File: src/rtl/accel_tilt_pkg.sv
// Shared types and helpers for the tilt classifier and its abs stage.
// Holds direction codes, FSM state type and the saturating-abs function.
package accel_tilt_pkg;

    localparam logic [1:0] DIR_CENTRE = 2'b00;
    localparam logic [1:0] DIR_LEFT   = 2'b01;
    localparam logic [1:0] DIR_RIGHT  = 2'b10;

    // Widest sample the abs helper can handle (sign-extended internally).
    localparam int ABS_MAX_W = 64;

    typedef enum logic [2:0] {
        ST_CENTRE,
        ST_PEND_L,
        ST_LEFT,
        ST_PEND_R,
        ST_RIGHT,
        ST_PEND_C
    } tilt_state_e;

    // |x| for a w-bit signed value carried in ABS_MAX_W bits.
    // The most-negative w-bit value saturates to 2^(w-1)-1.
    function automatic logic [ABS_MAX_W-1:0] sat_abs(
        input logic signed [ABS_MAX_W-1:0] x,
        input int unsigned                 w
    );
        logic signed [ABS_MAX_W-1:0] lim;
        lim = ABS_MAX_W'(1) << (w - 1);
        if (x <= -lim) begin
            return lim - 1;
        end else if (x < 0) begin
            return -x;
        end else begin
            return x;
        end
    endfunction

    function automatic tilt_state_e pend_of(input logic [1:0] d);
        unique case (d)
            DIR_LEFT:  return ST_PEND_L;
            DIR_RIGHT: return ST_PEND_R;
            default:   return ST_PEND_C;
        endcase
    endfunction

    function automatic tilt_state_e commit_of(input logic [1:0] d);
        unique case (d)
            DIR_LEFT:  return ST_LEFT;
            DIR_RIGHT: return ST_RIGHT;
            default:   return ST_CENTRE;
        endcase
    endfunction

    // Direction a PEND state is waiting to commit.
    function automatic logic [1:0] pend_target(input tilt_state_e s);
        unique case (s)
            ST_PEND_L: return DIR_LEFT;
            ST_PEND_R: return DIR_RIGHT;
            default:   return DIR_CENTRE;
        endcase
    endfunction

endpackage

File: src/rtl/accel_abs_sat.sv
// Registered saturating |x| stage with registered sign flags.
// Ports: clk, reset (sync, high), x in; mag, neg, pos out (1 clk late).
module accel_abs_sat
    import accel_tilt_pkg::*;
#(
    parameter int DATA_W = 31
) (
    input  logic              clk,
    input  logic              reset,
    input  logic [DATA_W-1:0] x,
    output logic [DATA_W-1:0] mag,
    output logic              neg,
    output logic              pos
);

    logic signed [ABS_MAX_W-1:0] x_ext;
    logic        [ABS_MAX_W-1:0] abs_w;
    logic                        unused_hi;

    always_comb begin
        x_ext = ABS_MAX_W'(signed'(x));
        abs_w = sat_abs(x_ext, DATA_W);
    end

    assign unused_hi = ^abs_w[ABS_MAX_W-1:DATA_W];

    // Sign flags travel with the magnitude so both describe one sample.
    always_ff @(posedge clk) begin
        if (reset) begin
            mag <= '0;
            neg <= 1'b0;
            pos <= 1'b0;
        end else begin
            mag <= abs_w[DATA_W-1:0];
            neg <= x[DATA_W-1];
            pos <= !x[DATA_W-1] && (|x);
        end
    end

endmodule

File: src/rtl/accel_tilt_classifier.sv
// Tilt classifier: CENTRE/LEFT/RIGHT from filtered X with hysteresis+dwell.
// Ports: clk, reset, fir_x in; tilt_dir, tilt_evt, mag_abs, pending out.
// Optional TILT_EVT_COUNT_EN adds evt_cnt_clr in and evt_cnt[15:0] out.
module accel_tilt_classifier
    import accel_tilt_pkg::*;
#(
    parameter int DATA_W       = 31,
    parameter int THRESH_HI    = 2000,
    parameter int THRESH_LO    = 1200,
    parameter int DWELL_CYCLES = 50000,
    parameter int CNT_W        = 17
) (
    input  logic              clk,
    input  logic              reset,
    input  logic [DATA_W-1:0] fir_x,
    output logic [1:0]        tilt_dir,
    output logic              tilt_evt,
    output logic [DATA_W-1:0] mag_abs,
    output logic              pending
`ifdef TILT_EVT_COUNT_EN
    ,
    input  logic              evt_cnt_clr,
    output logic [15:0]       evt_cnt
`endif
);

    localparam logic [DATA_W-1:0] THR_HI = DATA_W'(THRESH_HI);
    localparam logic [DATA_W-1:0] THR_LO = DATA_W'(THRESH_LO);
    // Counter value that, once incremented, reaches the dwell length.
    localparam logic [CNT_W-1:0] DWELL_LAST = CNT_W'(DWELL_CYCLES - 1);

    logic [DATA_W-1:0] x_q;
    logic [DATA_W-1:0] mag_s2;
    logic              neg_s2;
    logic              pos_s2;

    tilt_state_e       state_q;
    tilt_state_e       state_d;
    logic [CNT_W-1:0]  cnt_q;
    logic [CNT_W-1:0]  cnt_d;
    logic [1:0]        dir_q;
    logic [1:0]        dir_d;
    logic              evt_q;
    logic              evt_d;

    logic              want_l;
    logic              want_r;
    logic              want_c;
    logic              want_v;
    logic [1:0]        want_dir;
    logic              in_pend;

    always_ff @(posedge clk) begin
        if (reset) begin
            x_q <= '0;
        end else begin
            x_q <= fir_x;
        end
    end

    accel_abs_sat #(
        .DATA_W (DATA_W)
    ) u_abs (
        .clk   (clk),
        .reset (reset),
        .x     (x_q),
        .mag   (mag_s2),
        .neg   (neg_s2),
        .pos   (pos_s2)
    );

    assign mag_abs = mag_s2;

    // Zone decode; anything between the thresholds is the hold band.
    always_comb begin
        want_l = neg_s2 && (mag_s2 >= THR_HI);
        want_r = pos_s2 && (mag_s2 >= THR_HI);
        want_c = (mag_s2 < THR_LO) || (mag_s2 == '0);
    end

    always_comb begin
        want_v   = 1'b1;
        want_dir = DIR_CENTRE;
        unique case (1'b1)
            want_l:  want_dir = DIR_LEFT;
            want_r:  want_dir = DIR_RIGHT;
            want_c:  want_dir = DIR_CENTRE;
            default: want_v   = 1'b0;
        endcase
    end

    always_ff @(posedge clk) begin
        if (reset) begin
            state_q <= ST_CENTRE;
            cnt_q   <= '0;
            dir_q   <= DIR_CENTRE;
            evt_q   <= 1'b0;
        end else begin
            state_q <= state_d;
            cnt_q   <= cnt_d;
            dir_q   <= dir_d;
            evt_q   <= evt_d;
        end
    end

    // dir_q is always the last committed state, so it doubles as the
    // origin a PEND state falls back to.
    always_comb begin
        state_d = state_q;
        cnt_d   = cnt_q;
        dir_d   = dir_q;
        evt_d   = 1'b0;
        in_pend = (state_q == ST_PEND_L) ||
                  (state_q == ST_PEND_R) ||
                  (state_q == ST_PEND_C);
        if (!in_pend) begin
            if (want_v && (want_dir != dir_q)) begin
                state_d = pend_of(want_dir);
                cnt_d   = CNT_W'(1);
            end
        end else if (!want_v || (want_dir == dir_q)) begin
            state_d = commit_of(dir_q);
            cnt_d   = '0;
        end else if (want_dir == pend_target(state_q)) begin
            if (cnt_q >= DWELL_LAST) begin
                state_d = commit_of(want_dir);
                dir_d   = want_dir;
                evt_d   = 1'b1;
                cnt_d   = '0;
            end else begin
                cnt_d = cnt_q + CNT_W'(1);
            end
        end else begin
            state_d = pend_of(want_dir);
            cnt_d   = CNT_W'(1);
        end
    end

    assign pending  = in_pend;
    assign tilt_dir = dir_q;
    // Masked so the pulse can never be seen while reset is asserted.
    assign tilt_evt = evt_q && !reset;

`ifdef TILT_EVT_COUNT_EN
    always_ff @(posedge clk) begin
        if (reset) begin
            evt_cnt <= '0;
        end else if (evt_cnt_clr) begin
            evt_cnt <= '0;
        end else if (evt_q && (evt_cnt != 16'hFFFF)) begin
            evt_cnt <= evt_cnt + 16'd1;
        end
    end
`endif

endmodule

File: config.mk
export PLATFORM = sky130hd
export DESIGN_NAME = accel_tilt_classifier
export DESIGN_NICKNAME = d
export VERILOG_FILES = /design/src/rtl/accel_tilt_pkg.sv /design/src/rtl/accel_abs_sat.sv /design/src/rtl/accel_tilt_classifier.sv
export SDC_FILE = /design/constraint.sdc
export NUM_CORES = 1
export LEC_CHECK = 0
export BUFFER_PORTS_ARGS = -buffer_cell sky130_fd_sc_hd__buf_2
export CAP_MARGIN = 15
export CORE_MARGIN = 2
export CORE_UTILIZATION = 30
export DETAILED_ROUTE_END_ITERATION = 12
export GPL_TIMING_DRIVEN = 1
export HOLD_SLACK_MARGIN = 0.08
export PLACE_DENSITY_LB_ADDON = 0.15
export SKIP_CTS_REPAIR_TIMING = 1
export SLEW_MARGIN = 20
export SYNTH_ARGS = -nofsm -noshare
export SYNTH_HDL_FRONTEND = slang
export SYNTH_SLANG_ARGS = --single-unit
File: constraint.sdc
create_clock -name clk -period 3.5 [get_ports clk]
set_input_delay 1.05 -clock clk [delete_from_list [all_inputs] [get_ports clk]]
set_output_delay 1.05 -clock clk [all_outputs]
set_load 0.005 [all_outputs]
==> impl_results.md <==
- Outcome: completed
- Pwr dens: 477.1 mW/mm^2
- Clock Skew: 0.008517 ns
- Initial antenna violation count: 0
- Detailed-route DRC error count: 0
- Pin count of the biggest net entering global routing: between 50 and 60
- Data arrival time at the worst-slack endpoint: approximately 3.6 ns
- Buffer depth of the longest clock path: 2
- Setup Crit Path Kind: reg -> reg
- Fraction of registers with async set or reset after synthesis: 0
- Number of instances in the synthesized netlist: about 440
- Buffers added on ports: 67
- Largest fanout of any net on the critical path: 21
- Cell area reported after detailed placement: roughly 0.0045 mm^2
- Time the final worst path needs with I/O delays and setup: approximately 3.3 ns
- Leakage power: 1.801 nW
- Number of pins exceeding their max-slew limit in the final report: 0
- Worst Hold Slack: about 0.48 ns
- Routed len/inst: 15.13 um
- Number of inserted filler cells in the final layout: about 1400
- Count of antenna-violating nets left after detailed routing: 0
- Cell at the root of the clock tree: sky130_fd_sc_hd__clkbuf_16
- Final setup TNS: 0 ns
- Capturing element type of the critical path: register
- Data required time at the worst endpoint: roughly 3.8 ns
- Vias per cell: a little over 5
- Area enclosed by the die boundary: 0.01425 mm^2
- DR vias: about 3500
- Area occupied by multi-input gates: 0.002112 mm^2
- Post-synthesis sequential area ratio: 0.4361
- Critical Path Start Type: register
- Core region area: 0.01314 mm^2
- Post-layout net count: around 550
- Most used DFF post-synth: sky130_fd_sc_hd__dfxtp_1
- Register cell area after layout: between 0.0015 and 0.002 mm^2
- Clock transition at the register clock pins on the worst setup and hold paths after CTS: approximately 0.06 ns
- Wire length of the first global-routing pass: 17.15 mm
- Area grow syn2layout: 21.18%
- Count of final hold-check violations: 0
- CTS tree: yes
- Total routing resource utilization after global routing: 0.1533
- Antenna diode instance count: 0
- Weighted congestion reported at the end of routability-driven placement: about 0.8
- Max Freq: 0.3031 GHz
- Inserted Clock Buffers: 9
- Total number of clock tree sinks: slightly below 90
- GRT overflow: 0
- Boundary Pins: 68
- Effective utilization at floorplan: 0.3040
- Maximum resistive drop on vdd: between 0.15 and 0.2 mV
- Total nets after synthesis: 480
- Final setup vio count: 0
- Final worst slack: between 0.2 and 0.25 ns
- Unrepaired setup endpoints after global routing: no
- Clock latency on the worst-skew pair: approximately 0.35 ns
- Synth cell types: between 50 and 60
- Mean instance size in the synthesized netlist: 9.015 um^2
- Pre-CTS setup slack: roughly 0.080 ns
- Design Area, Final: approximately 0.0048 mm^2
- Post-detail-place hpwl: 7.342 mm
- Worst-margin pin slew: between 0.8 and 0.9 ns
- H-tree level count: 3
- Proportion of layout cells with a drive suffix above 1: 0.2320
- Period utilisation layout: 0.9426
- Number of global-route vias before repair: about 3300
- Relative slew margins: 0.4275
- Vertical die dimension: between 100 and 150 um
- Horizontal extent of the die: between 100 and 150 um
- Total number of placement rows: 42
- #FFs+latches synth: 87
- Synth Warn #: 0
- Total length of routed wires: around 10 mm
- Max cap viols: 0
- Kind of path behind the tightest hold check: reg -> reg
- First-pass iteration count of the detailed router: 4
- Area of the mapped netlist: roughly 0.0040 mm^2
- 1st-iter DRT viols: approximately 240
- Post-synth EDFFs: 0
- Core Util, Final: 0.3684
==> registers in the layout (all words and copies together), names as in the netlist <==
name,flops
u_abs.mag,31
u_abs.pos,1
tilt_dir,2
evt_q,1
x_q,31
state_q,3
cnt_q,17
u_abs.neg,1
==> synth_stat cells, drive strengths merged (5+ instances only) <==
cell type	n	area, um^2
nor2b	42	262.8
dfxtp	87	1742
o21ai	15	75.07
or2	8	50.05
a311oi	32	349.1
nor2	36	135.1
nor4	9	62.56
o21a	15	112.6
clkbuf	19	71.32
nand2b	9	56.30
nor3	8	45.04
or3	15	93.84
a21oi	24	120.1
a31oi	5	31.28
nand3	11	55.05
nand4	5	31.28
inv	13	48.80
and2	6	40.04
nand2	24	90.09
or4	9	75.07
==> power breakdown <==
group | total (mW) | internal (mW) | switching [mW] | leakage, nW
Sequential | 1.09 | 1.04 | 0.0525 | 0.718
Clock | 0.974 | 0.587 | 0.387 | 0.145
Combinational | 0.241 | 0.111 | 0.131 | 0.938
Total | 2.31 | 1.74 | 0.571 | 1.80
==> routing by layer <==
layer  part of all wire  global-route usage  vias up
met4              0.019             0.06176        0
li1                   -                   -     1766
met1               0.50              0.2145     1654
met2               0.45              0.2267       66
met5                  0                   0        -
met3              0.037             0.03592       13
==> worst paths after layout <==
kind	start	endpoint	slack, ns	cells past startpoint
hold / removal	x_q[20]	u_abs.mag[20]	0.48	2
hold reg to reg	x_q[20]	u_abs.mag[20]	0.48	2
setup reg to reg	x_q[1]	u_abs.mag[18]	0.20	8
setup / recovery	x_q[1]	u_abs.mag[18]	0.20	8
==> cells by family after synthesis <==
family | after synthesis | synth area share
adder cells (fa/ha/maj) | 4 | 0.01253
AO/OA/AOI/OAI | 118 | 0.2303
buffers and inverters | 36 | 0.03822
AND/OR/NAND/NOR | 193 | 0.2722
XOR/XNOR | 1 | 0.002193
other | 1 | 0.0009389
flip-flops | 87 | 0.4361
multiplexers | 3 | 0.007519
==> cell usage in the layout (no fill, tap or decap), drive strengths merged, types with 2 or more instances in the layout <==
cell type,netlist,routed
buf,4,78
ha,4,4
or4,9,9
clkbuf,19,12
nand4,5,5
inv,13,13
or2,8,8
and4,3,3
a211oi,4,4
o311a,2,2
a22o,2,2
a22oi,2,2
nor3b,2,2
a21oi,24,24
o21ai,15,15
a41oi,2,2
o2bb2ai,2,2
or3,15,15
nand3,11,11
nor3,8,8
nand2b,9,9
nor4,9,9
and3,3,3
nor2b,42,42
o211a,2,2
o31ai,2,2
a31oi,5,5
and2,6,6
nand2,24,24
dfxtp,87,87
nor2,36,36
a311oi,32,32
o21a,15,15
mux2i,3,3
==> through the flow <==
stage / power (mW) / instances
2_1_floorplan: 1.259 / 443
3_3_place_gp: 1.356 / 674
3_5_place_dp: 1.357 / 674
4_1_cts: 2.339 / 689
5_1_grt: 2.416 / 689
6_report: 2.309 / 689
==> area by class of cell <==
class | instances | share of cell area
multi-input cells | 320 | 0.4364
clock buffers | 12 | 0.05300
flip-flops and latches | 87 | 0.3599
repair buffers | 78 | 0.08635
clock inverters | 3 | 0.008790
well taps | 176 | 0.04550
inverters | 13 | 0.01008
==> critical path: stages, from the launching register on <==
cell and delay, ns:
sky130_fd_sc_hd__dfxtp_1 0.33, sky130_fd_sc_hd__inv_1 0.05, sky130_fd_sc_hd__ha_1 0.19, sky130_fd_sc_hd__or3b_4 0.42
sky130_fd_sc_hd__or4_4 0.52, sky130_fd_sc_hd__or4_4 0.54, sky130_fd_sc_hd__or4_4 0.55, sky130_fd_sc_hd__and2_4 0.29
sky130_fd_sc_hd__a311oi_1 0.31
Note: power is estimated with default switching activity, not from simulation.
